### src/rtl/key_filter.sv
// key_filter: synchronizes and debounces an active-low key line, producing a
// clean level plus one-cycle press/release events.
module key_filter #(
    parameter int CNT_MAX = 1_000_000,
    parameter int CNT_W   = 20
) (
    input  logic clk,
    input  logic rst,
    input  logic key_in,
    output logic key_state,
    output logic key_flag,
    output logic key_press,
    output logic key_release
);
    typedef enum logic [1:0] {IDLE, FILT_DN, DOWN, FILT_UP} state_t;
    state_t           state;
    logic             s0, s1, s2;
    logic [CNT_W-1:0] cnt;
    logic             nedge, pedge, done;
    assign nedge = s2 & ~s1;
    assign pedge = ~s2 & s1;
    assign done  = cnt == CNT_W'(CNT_MAX - 1);
    always_ff @(posedge clk or posedge rst)
        if (rst) {s2, s1, s0} <= 3'b111;
        else     {s2, s1, s0} <= {s1, s0, key_in};
    // An opposing edge is tested before done so a late bounce always aborts.
    always_ff @(posedge clk or posedge rst) begin
        if (rst) begin
            state       <= IDLE;
            cnt         <= '0;
            key_state   <= 1'b1;
            key_flag    <= 1'b0;
            key_press   <= 1'b0;
            key_release <= 1'b0;
        end else begin
            key_flag    <= 1'b0;
            key_press   <= 1'b0;
            key_release <= 1'b0;
            case (state)
                IDLE: if (nedge) state <= FILT_DN;
                FILT_DN:
                    if (pedge) begin
                        state <= IDLE;
                        cnt   <= '0;
                    end else if (done) begin
                        state     <= DOWN;
                        cnt       <= '0;
                        key_state <= 1'b0;
                        key_flag  <= 1'b1;
                        key_press <= 1'b1;
                    end else cnt <= cnt + 1'b1;
                DOWN: if (pedge) state <= FILT_UP;
                FILT_UP:
                    if (nedge) begin
                        state <= DOWN;
                        cnt   <= '0;
                    end else if (done) begin
                        state       <= IDLE;
                        cnt         <= '0;
                        key_state   <= 1'b1;
                        key_flag    <= 1'b1;
                        key_release <= 1'b1;
                    end else cnt <= cnt + 1'b1;
            endcase
        end
    end
endmodule

### config.mk
export PLATFORM = sky130hd
export DESIGN_NAME = key_filter
export DESIGN_NICKNAME = d
export VERILOG_FILES = /design/src/rtl/key_filter.sv
export SDC_FILE = /design/constraint.sdc
export NUM_CORES = 1
export LEC_CHECK = 0
export CORE_MARGIN = 2
export CORE_UTILIZATION = 65
export CTS_BUF_LIST = sky130_fd_sc_hd__clkbuf_4
export CTS_CLUSTER_SIZE = 14
export DETAILED_ROUTE_END_ITERATION = 12
export PLACE_DENSITY_LB_ADDON = 0.1
export SYNTH_ARGS = -nofsm -noshare
export SYNTH_HDL_FRONTEND = slang
export SYNTH_SLANG_ARGS = --single-unit
### constraint.sdc
create_clock -name clk -period 5 [get_ports clk]
set_clock_uncertainty 0.15 [all_clocks]
set_input_delay 1 -clock clk [delete_from_list [all_inputs] [get_ports clk]]
set_output_delay 1 -clock clk [all_outputs]
set_load 0.02 [all_outputs]
After elaboration in Yosys (flattened, before gate mapping)
Cells that the tools add are included.

word-level totals
  flip-flop bits (word level) = 29
  input bits = 3

cells by class
  add/sub/neg operators = 1
  equal/unequal tests = 12
  multiplexer cells = 22
  bitwise logic cells = 4
  reduce and logical (&&, ||, !) cells = 4

operator list
  operator                                                               number
  20-bit 2-to-1 mux                                                      3
  20-bit case mux with 2 select lines                                    1
  20-bit by 1-bit adder with 20-bit output, second input constant        1
  20-bit equality test, second input constant                            1
  2-bit 2-to-1 mux                                                       6
  2-bit inequality test, second input constant                           6
  1-bit 2-to-1 mux                                                       9
  2-bit case mux with 4 select lines                                     1
  3-bit inequality test, second input constant                           2
  5-bit AND reduction                                                    1
  2-bit equality test, second input constant                             2
  1-bit case mux with 2 select lines                                     2
  4-bit AND reduction                                                    1
  1-bit bitwise AND                                                      2
  2-bit by 1-bit equality test with 1-bit output, second input constant  1
  2-bit zero test                                                        1
  1-bit NOT                                                              2
  2-bit nonzero test                                                     1

Logic depth before layout (Yosys ltp)
Gate-level depths: netlist of the first run.

  word-level depth = 4
  mapped depth = 7

Worst setup path after synthesis of the first run
Ideal clock, no wire load.

  path type = reg-to-reg
  start = register s1
  end = register cnt[10]
  setup time = 121 ps
  data arrival time = 1611 ps
  data required time = 4729 ps
  slack = 3118 ps
  cell stages (with the launch flop) = 7
  period minus slack after synthesis = 1882 ps
  cells stage by stage = dfstp_2 -> nor2b_1 -> mux2_2 -> o21bai_4 -> and2_1 -> buf_2 -> nor2_1

on the way
  longest elaborated chain between the ends = 4

ends and longest elaborated chain
  element                                RTL line  text
  start: declaration                     17        logic s0, s1, s2;
  start signal: assignment               25        else {s2, s1, s0} <= {s1, s0, key_in};
  1-bit NOT                              20        assign nedge = s2 & ~s1;
  1-bit bitwise AND                      20
  20-bit 2-to-1 mux                      54        if (nedge) begin
  20-bit case mux with 2 select lines *  39        case (state)
  end signal: assignment                 51        end else cnt <= cnt + 1'b1;
  end signal: assignment                 63        end else cnt <= cnt + 1'b1;
  end: declaration                       18        logic [CNT_W-1:0] cnt;

Every way passes the cells marked *; elsewhere a longest branch is shown, timed or not.
A chain may end at the register's enable or synchronous reset.

Worst setup path in the final report of the first run
  start = register key_state
  end = output port key_state

RTL lines
  element                   RTL line  text
  start: declaration        10        output logic key_state,
  start signal: assignment  31        key_state <= 1'b1;
  start signal: assignment  48        key_state <= 1'b0;
  start signal: assignment  60        key_state <= 1'b1;

No word-level cell between the ends.

==> flow_summary_export.csv, run 1 <==
group,metric,value,unit
routing,routedWlPerCell,14.5,µm
routing,first_pass_iters,4,
finish,final_cell_mix,"25 x dfrtp_1, 17 x nor2_1, 10 x nand2_1",
sta,worst_pin_slew,1060,ps
setup_path,start_kind,"flip-flop",
die,die_w,52.2,µm
logic_synthesis,yosysWarnings,0,
logic_synthesis,ys_seq_area_share,48.4,%
setup_path,worst_setup_path_end_kind,"output pin",
die,top_level_ports,7,
clock_tree,clkTransAtPathRegs,90,ps
sta,hold_viol,0,
logic_synthesis,syn_nets,150,
place,placed_cell_area,1570,µm²
sta,hold_slack,212,ps
die,fp.dieArea,2720,µm²
setup_path,cpPeakStageDelay,590,ps
clock_tree,post_cts_buffers,0,
sta,setup-tns-final,0,ps
global_routing,grt_usage,23.7,%
clock_tree,cts_tree,"built",
logic_synthesis,synth_top_area_share,41.5,%
setup_path,path_cells,"clkdlybuf4s50_1",
sta,maxSlewViolCount,0,
die,row_count,17,
logic_synthesis,synth_cell_types,43,
finish,final_common_cell,"dfrtp_1",
clock_tree,htreeDepth,2,
clock_tree,cts_resized,0,
logic_synthesis,synth-seq-cells,29,
logic_synthesis,synth_area_leaders,"dfrtp_1 41%, dfstp_2 7.0%, nor2_1 4.2%",
global_routing,grt_pass1_wl,4.64,mm
routing,detail-route-antenna-nets,0,
status,status,"complete, no violations",
setup_path,cp_max_fo,3,
logic_synthesis,syn_area_per_cell,10.3,µm²
die,dieHeight,52.2,µm
clock_tree,cts_sinks,29,
power_and_ir_drop,irDropWorstVdd,289,µV
sta,min_period,2610,ps
place,numPortBuffers,6,
min_path,min_path_type,"flip-flop to flip-flop",
sta,relSlewSlack,29.3,%
global_routing,grt_pass1_vias,1044,
clock_tree,numCtsBuffers,5,
clock_tree,hold_buffers,0,
routing,routed_wl,2.63,mm
finish,final_area,1630,µm²
global_routing,antenna_found_initial,0,
power_and_ir_drop,p_leak,0.000644,µW
clock_tree,clk_path_buf_depth,2,
logic_synthesis,syn_inst,146,
sta,finalSetupViolations,0,
power_and_ir_drop,power_density,306,nW/µm²
routing,drc,0,
setup_path,path_buf_inv,1,
routing,vias_per_cell,6.04,
global_routing,overflow,0,
finish,antenna_cells,0,
setup_path,crit_family,"buffers and inverters",
job,max_cap_violations,0,
place,hpwlAfterDp,1.85,mm
setup_path,cp_slowest_cell,"clkdlybuf4s50_1",
finish,nNetsFinal,157,
routing,num_vias,1100,
clock_tree,clock-root-buffer,"clkbuf_4",
die,start_util,68.2,%
setup_path,cp.arrival,1460,ps
sta,rsz0062_at_grt,"no",
logic_synthesis,netlist_area,1510,µm²
sta,fin_crit_sh,52.3,%
setup_path,crit_type,"flip-flop to output pin",
clock_tree,clk_latency,330,ps
sta,fmax,383,MHz
die,core-area,2210,µm²
logic_synthesis,synth.largest_area_cell,"dfrtp_1",
global_routing,grt_start_max_net_pins,30,
place,gp_congestion,0.766,
finish,area_delta_synth_final,7.96,%
routing,initialDrtViolationCount,16,
finish,drive_gt1_share,17.5,%
setup_path,crit_required,3850,ps
per-stage QoR:
stage	total power, µW	cells	setup WS, ps	utilization [%]
2_1_floorplan	348	146	3120	-
3_3_place_gp	356	174	2590	71.1
3_5_place_dp	360	174	2520	71.1
4_1_cts	500	182	2380	73.6
5_1_grt	531	182	2320	73.6
6_report	498	182	2390	73.6
synthesized netlist by cell type:
cell,number
or2_4,1
nand2b_1,1
nand4_1,5
ha_1,1
dfstp_2,4
o21ai_0,6
or3_4,2
nor2b_1,2
nor3b_2,1
nor4_2,3
clkbuf_2,1
a21oi_1,4
o2bb2ai_1,5
clkinv_1,1
a2bb2oi_1,1
o31ai_1,1
o21bai_4,1
or2_1,2
nor4_1,2
nand2_1,10
nor3_4,1
nor2_1,17
and3_1,1
nand3_2,2
nand3_1,7
or3_1,3
xnor2_1,4
o22ai_1,1
clkbuf_1,1
a21o_1,2
xor2_1,6
buf_2,3
and4bb_2,2
buf_4,1
nor3_1,3
mux2i_1,2
inv_1,4
nand4_2,1
o211ai_1,1
mux2_2,2
nor4b_1,1
dfrtp_1,25
and2_1,2
worst reg2reg max path, cell delays in order (launching register included):
cell      delay [ps]
dfstp_2          550
nor2b_1          360
mux2_2           300
o21bai_4         200
and2_1           400
nor2_1           100
routing by layer:
layer / global-route usage (%) / wire length (µm)
met5: 0 / 0
met2: 36.9 / 1260
met3: 5.43 / 92
met1: 31.4 / 1230
met4: 11.1 / 43
logic make-up after synthesis:
| kind of cell | Yosys count | synth area share, % |
|---|---|---|
| AND/OR/NAND/NOR | 69 | 28.4 |
| flip-flops | 29 | 48.4 |
| AO/OA/AOI/OAI | 22 | 10.4 |
| buffers and inverters | 11 | 3.32 |
| XOR/XNOR | 10 | 5.80 |
| multiplexers | 4 | 2.82 |
| adder cells (fa/ha/maj) | 1 | 0.829 |
power by group:
| part | total (µW) | leakage [µW] | internal [µW] | switching [µW] |
|---|---|---|---|---|
| Sequential | 295 | 0.000383 | 257 | 37.9 |
| Clock | 142 | 0.0000338 | 64.8 | 76.9 |
| Combinational | 61.3 | 0.000228 | 27.8 | 33.5 |
layout make-up:
class | count | area (µm²)
Sequential cell | 29 | 731
Clock buffer | 7 | 52.6
Inverter | 5 | 18.8
Timing Repair Buffer | 6 | 60.1
Clock inverter | 1 | 3.75
Multi-Input combinational cell | 106 | 728
Fill cell | 169 | 583
Tap cell | 28 | 35.0
sequential cells by signal, summed over array words and instances, names as in the netlist:
register / count
state: 2
s0: 1
key_release: 1
s2: 1
key_flag: 1
cnt: 20
key_press: 1
s1: 1
key_state: 1
path summary, 6_finish.rpt:
kind                                             from                   to  slack (ps)  cells after the start
worst max-delay path            key_state$_DFFE_PP1P_            key_state        2390                      1
worst min-delay path                     s0$_DFF_PP1_         s1$_DFF_PP1_         210                      0
worst max register to register           s1$_DFF_PP1_  cnt[10]$_DFFE_PP0P_        2830                      5
worst min register to register           s0$_DFF_PP1_         s1$_DFF_PP1_         210                      0
max in group asynchronous                         rst   cnt[1]$_DFFE_PP0P_        2970                      2
min in group asynchronous                         rst  cnt[15]$_DFFE_PP0P_        1080                      2
Note: power is estimated with default switching activity, not from simulation.
==> inputs of run 2 (changes only) <==
Settings changed: CORE_UTILIZATION 65 to 62.
Clock period 5 ns to 2.5 ns, I/O delays scaled along.
==> flow_summary_export.csv, run 2 (synthesis gave the netlist of run 1 again) <==
group,metric,value,unit
status,status,"complete, no violations",
setup_path,reg2reg_to,"cnt[6]$_DFFE_PP0P_",
setup_path,path_cells,"clkdlybuf4s50_1",
routing,routedWlPerCell,15.1,µm
power_and_ir_drop,sw_frac_of_total,31.2,%
finish,final_cell_mix,"25 x dfrtp_1, 17 x nor2_1, 10 x nand2_1",
power_and_ir_drop,power_density,599,nW/µm²
die,start_util,66.9,%
sta,worst_pin_slew,668,ps
routing,routed_wl,2.79,mm
setup_path,crit_required,1850,ps
power_and_ir_drop,switchingPower,308,µW
clock_tree,clkTransAtPathRegs,90,ps
clock_tree,cts_sinks,29,
setup_path,cp.arrival,1460,ps
global_routing,overflow,0,
setup_path,r2r_setup_slack,440,ps
sta,setup-tns-final,0,ps
sta,maxSlewViolCount,0,
die,row_count,17,
routing,detail-route-antenna-nets,0,
finish,nFillCells,156,
setup_path,cpPeakStageDelay,600,ps
place,placed_cell_area,1600,µm²
setup_path,rr_worst_depth,6,
place,placed_cells,177,
clock_tree,cts_tree,"built",
setup_path,crit_type,"flip-flop to output pin",
clock_tree,htreeDepth,2,
clock_tree,clk_path_buf_depth,2,
setup_path,cp.depth,1,
routing,vias_per_cell,6.02,
global_routing,grt_pass1_vias,1080,
power_and_ir_drop,irDropWorstVdd,494,µV
clock_tree,clk_latency,320,ps
power_and_ir_drop,p_leak,0.000656,µW
global_routing,antenna_found_initial,0,
sta,rsz0062_at_grt,"no",
routing,first_pass_iters,4,
sta,hold_viol,0,
finish,top_register,"cnt",
power_and_ir_drop,power_frac_comb,13.6,%
global_routing,grt_usage,24.4,%
setup_path,crit_end,"key_state",
finish,final_area,1650,µm²
die,top_level_ports,7,
job,max_cap_violations,0,
sta,hold_slack,210,ps
finish,drive_gt1_share,18.5,%
setup_path,worstSetupStartpoint,"key_state$_DFFE_PP1P_",
die,fp.dieArea,2840,µm²
place,numPortBuffers,6,
clock_tree,post_cts_buffers,0,
setup_path,crit_family,"buffers and inverters",
die,core-area,2250,µm²
setup_path,cp_max_fo,3,
setup_path,start_kind,"flip-flop",
clock_tree,hold_buffers,0,
routing,num_vias,1113,
die,die_w,53.3,µm
power_and_ir_drop,clkPwrFrac,26.7,%
finish,nNetsFinal,160,
sta,finalSetupViolations,0,
setup_path,reg2reg_from,"cnt[0]$_DFFE_PP0P_",
sta,fmax,474,MHz
global_routing,grt_start_max_net_pins,30,
setup_path,worst_setup_path_end_kind,"output pin",
finish,largest_reg_flops,20,
sta,min_period,2110,ps
sta,fin_crit_sh,84.4,%
routing,initialDrtViolationCount,31,
place,hpwlAfterDp,1.91,mm
finish,antenna_cells,0,
power_and_ir_drop,power.share.sequential,59.7,%
global_routing,grt_pass1_wl,4.93,mm
die,dieHeight,53.3,µm
clock_tree,numCtsBuffers,5,
routing,drc,0,
clock_tree,cts_resized,0,
finish,area_delta_synth_final,9.04,%
setup_path,cp_slowest_cell,"clkdlybuf4s50_1",
finish,fin_cells,185,
finish,reg_top3,"cnt: 20 flops, state: 2 flops",
clock_tree,clock-root-buffer,"clkbuf_4",
min_path,min_path_type,"flip-flop to flip-flop",
setup_path,path_buf_inv,1,
power_and_ir_drop,total_power,986,µW
power_and_ir_drop,p_int,678,µW
sta,relSlewSlack,55.0,%
finish,final_common_cell,"dfrtp_1",
place,gp_congestion,0.839,
==> run 2: cell types whose count changed in the layout (fill, tap and decap cells not counted), sizes merged <==
cell    previous run  this run
clkbuf             7         5
buf                0         3
clkinv             2         4
==> run 2: worst min path at each step <==
| stage | startpoint | endpoint | slack, ps | cells past startpoint |
|---|---|---|---|---|
| final | s0$_DFF_PP1_ | s1$_DFF_PP1_ | 210 | 0 |
| after global routing | s0$_DFF_PP1_ | s1$_DFF_PP1_ | 220 | 0 |
| after CTS | s0$_DFF_PP1_ | s1$_DFF_PP1_ | 210 | 0 |
| after detailed placement | s0$_DFF_PP1_ | s1$_DFF_PP1_ | 200 | 0 |
| after global placement | s0$_DFF_PP1_ | s1$_DFF_PP1_ | 200 | 0 |
| after floorplan | s0$_DFF_PP1_ | s1$_DFF_PP1_ | 200 | 0 |
==> run 2: stage by stage <==
stage          util [%]  worst slack [ps]
3_3_place_gp       70.8               493
5_1_grt            73.0               284
3_5_place_dp       70.8               436
4_1_cts            73.0               374
6_report           73.0               389
2_1_floorplan         -               618
==> run 2: power groups by stage <==
stage,registers (µW),clock network (µW),logic (µW)
5_1_grt,599,297,153
6_report,589,263,135
2_1_floorplan,553,0,143
3_3_place_gp,592,0,127
4_1_cts,587,268,138
3_5_place_dp,595,0,136
==> run 2: layout make-up <==
class | count | area (µm²) | share of cell area, %
well taps | 28 | 35.0 | 2.13
flip-flops and latches | 29 | 731 | 44.4
inverters | 5 | 18.8 | 1.14
repair buffers | 9 | 82.6 | 5.02
clock buffers | 5 | 37.5 | 2.28
clock inverters | 3 | 12.5 | 0.760
multi-input cells | 106 | 728 | 44.3
==> run 2: per-layer routing <==
metal,GRT usage (%),up-vias,wire length (µm)
li1,-,540,-
met1,33.3,550,1320
met2,37.4,19,1360
met3,7.63,4,86
met4,6.41,0,23
met5,0,-,0
==> inputs of run 3 (changes only) <==
Settings changed: CORE_UTILIZATION 62 to 56.
Clock period 2.5 ns to 1.75 ns, I/O delays scaled along.
==> flow_summary_export.csv, run 3 (synthesis gave the netlist of run 1 again) <==
group,metric,value,unit
status,status,"complete, but fails checks",
status,violations,"setup timing",
setup_path,cpPeakStageDelay,430,ps
setup_path,cp_max_fo,7,
die,top_level_ports,7,
place,hpwlAfterDp,2.37,mm
finish,nFillCells,146,
routing,vias_per_cell,5.74,
clock_tree,numCtsBuffers,5,
clock_tree,clk_latency,330,ps
setup_path,worst_setup_path_end_kind,"flip-flop",
finish,reg_top3,"cnt: 20 flops, state: 2 flops",
clock_tree,htreeDepth,2,
sta,relSlewSlack,81.0,%
global_routing,grt_start_max_net_pins,30,
sta,maxSlewViolCount,0,
finish,fin_util,81.8,%
setup_path,path_cells,"nor4_4 -> nand4_4 -> o21bai_4 -> buf_6 -> a2bb2oi_2 -> o31ai_1",
routing,num_vias,1263,
clock_tree,hold_buffers,0,
power_and_ir_drop,power_density,837,nW/µm²
global_routing,grt_pass1_wl,5.91,mm
routing,routed_wl,3.44,mm
finish,nNetsFinal,193,
finish,multi_input_area,843,µm²
clock_tree,clock-root-buffer,"clkbuf_4",
sta,hold_viol,0,
clock_tree,clk_path_buf_depth,2,
place,numPortBuffers,6,
finish,area_delta_synth_final,36.8,%
global_routing,grt_usage,24.3,%
sta,min_period,1850,ps
die,row_count,18,
sta,fin_crit_sh,106,%
routing,first_pass_iters,4,
global_routing,overflow,0,
die,fp.dieArea,3130,µm²
job,max_cap_violations,0,
sta,worst_pin_slew,286,ps
setup_path,cp.arrival,1920,ps
setup_path,path_buf_inv,1,
die,die_w,55.9,µm
finish,top_register,"cnt",
power_and_ir_drop,p_leak,0.000896,µW
routing,routedWlPerCell,15.6,µm
clock_tree,cts_tree,"built",
finish,final_common_cell,"buf_4",
setup_path,crit_required,1820,ps
die,dieHeight,55.9,µm
finish,largest_reg_flops,20,
finish,drive_gt1_share,42.6,%
routing,detail-route-antenna-nets,0,
routing,initialDrtViolationCount,45,
sta,fmax,541,MHz
clock_tree,cts_sinks,29,
setup_path,crit_type,"flip-flop to flip-flop",
sta,finalSetupViolations,21,
finish,antenna_cells,0,
clock_tree,clkTransAtPathRegs,100,ps
place,pre_cts_ws,-164,ps
place,gp_congestion,0.841,
finish,final_cell_mix,"31 x buf_4, 24 x dfrtp_1, 16 x nor2_1",
min_path,min_path_type,"flip-flop to flip-flop",
setup_path,crit_family,"simple AND/OR/NAND/NOR gates",
routing,drc,0,
setup_path,start_kind,"flip-flop",
global_routing,antenna_found_initial,0,
sta,fin_ws,-97.0,ps
die,start_util,59.8,%
die,core-area,2520,µm²
power_and_ir_drop,irDropWorstVdd,883,µV
setup_path,cp_slowest_cell,"dfrtp_1",
global_routing,grt_pass1_vias,1265,
sta,rsz0062_at_grt,"yes",
finish,seqCellArea,732,µm²
-- run 3: cell count changes in the layout (fill, tap and decap cells not counted), moves of 3 or more --
cell             delta
buf_4              +28
buf_6               +4
clkdlybuf4s50_1     -4
o21ai_0             -4
o21ai_2             +4
dlygate4sd2_1       +3
-- run 3: path summary, 6_finish.rpt --
| path | cells after the start | startpoint | slack (ps) | to |
|---|---|---|---|---|
| setup / recovery | 6 | cnt[8]$_DFFE_PP0P_ | -100 | cnt[9]$_DFFE_PP0P_ |
| max in group asynchronous | 3 | rst | 1000 | s0$_DFF_PP1_ |
| hold reg to reg | 0 | s0$_DFF_PP1_ | 210 | s1$_DFF_PP1_ |
| min in group asynchronous | 3 | rst | 220 | key_press$_DFF_PP0_ |
| setup reg to reg | 6 | cnt[8]$_DFFE_PP0P_ | -100 | cnt[9]$_DFFE_PP0P_ |
| hold / removal | 0 | s0$_DFF_PP1_ | 210 | s1$_DFF_PP1_ |
-- run 3: routing by layer --
layer / GRT usage, % / up-vias / wire length, µm
li1: - / 609 / -
met1: 30.7 / 618 / 1560
met2: 40.1 / 27 / 1700
met3: 6.51 / 9 / 107
met4: 8.84 / 0 / 69
met5: 0 / - / 0
-- run 3: power breakdown --
part | leakage (µW) | switching (µW) | internal (µW) | total (µW)
Clock | 0.0000389 | 248 | 296 | 544
Sequential | 0.000381 | 67.9 | 737 | 805
Combinational | 0.000476 | 182 | 198 | 380
Total | 0.000896 | 498 | 1230 | 1730
-- run 3: metrics by stage --
stage | cell area [µm²] | TNS [ps] | instances | power (µW) | hold slack, ps
2_1_floorplan | 1540 | -12.3 | 146 | 1000 | 195
3_3_place_gp | 1860 | -309 | 208 | 1140 | 196
3_5_place_dp | 1860 | -2680 | 208 | 1160 | 200
4_1_cts | 1970 | -2270 | 216 | 1730 | 216
5_1_grt | 2060 | -3290 | 220 | 1820 | 216
6_report | 2060 | -1270 | 220 | 1730 | 212
-- run 3: layout make-up --
type	count	area share, %
timing repair buffer	42	17.2
multi-input combinational	106	40.8
clock inverter	3	2.00
inverter	5	0.909
sequential	29	35.5
clock buffer	5	1.82
tap	30	1.82
-- run 3: timing repair --
action,CTS,global route
gates resized for setup,21,12
pin swaps,14,12
setup endpoints to repair,27,24
buffers inserted,1,4
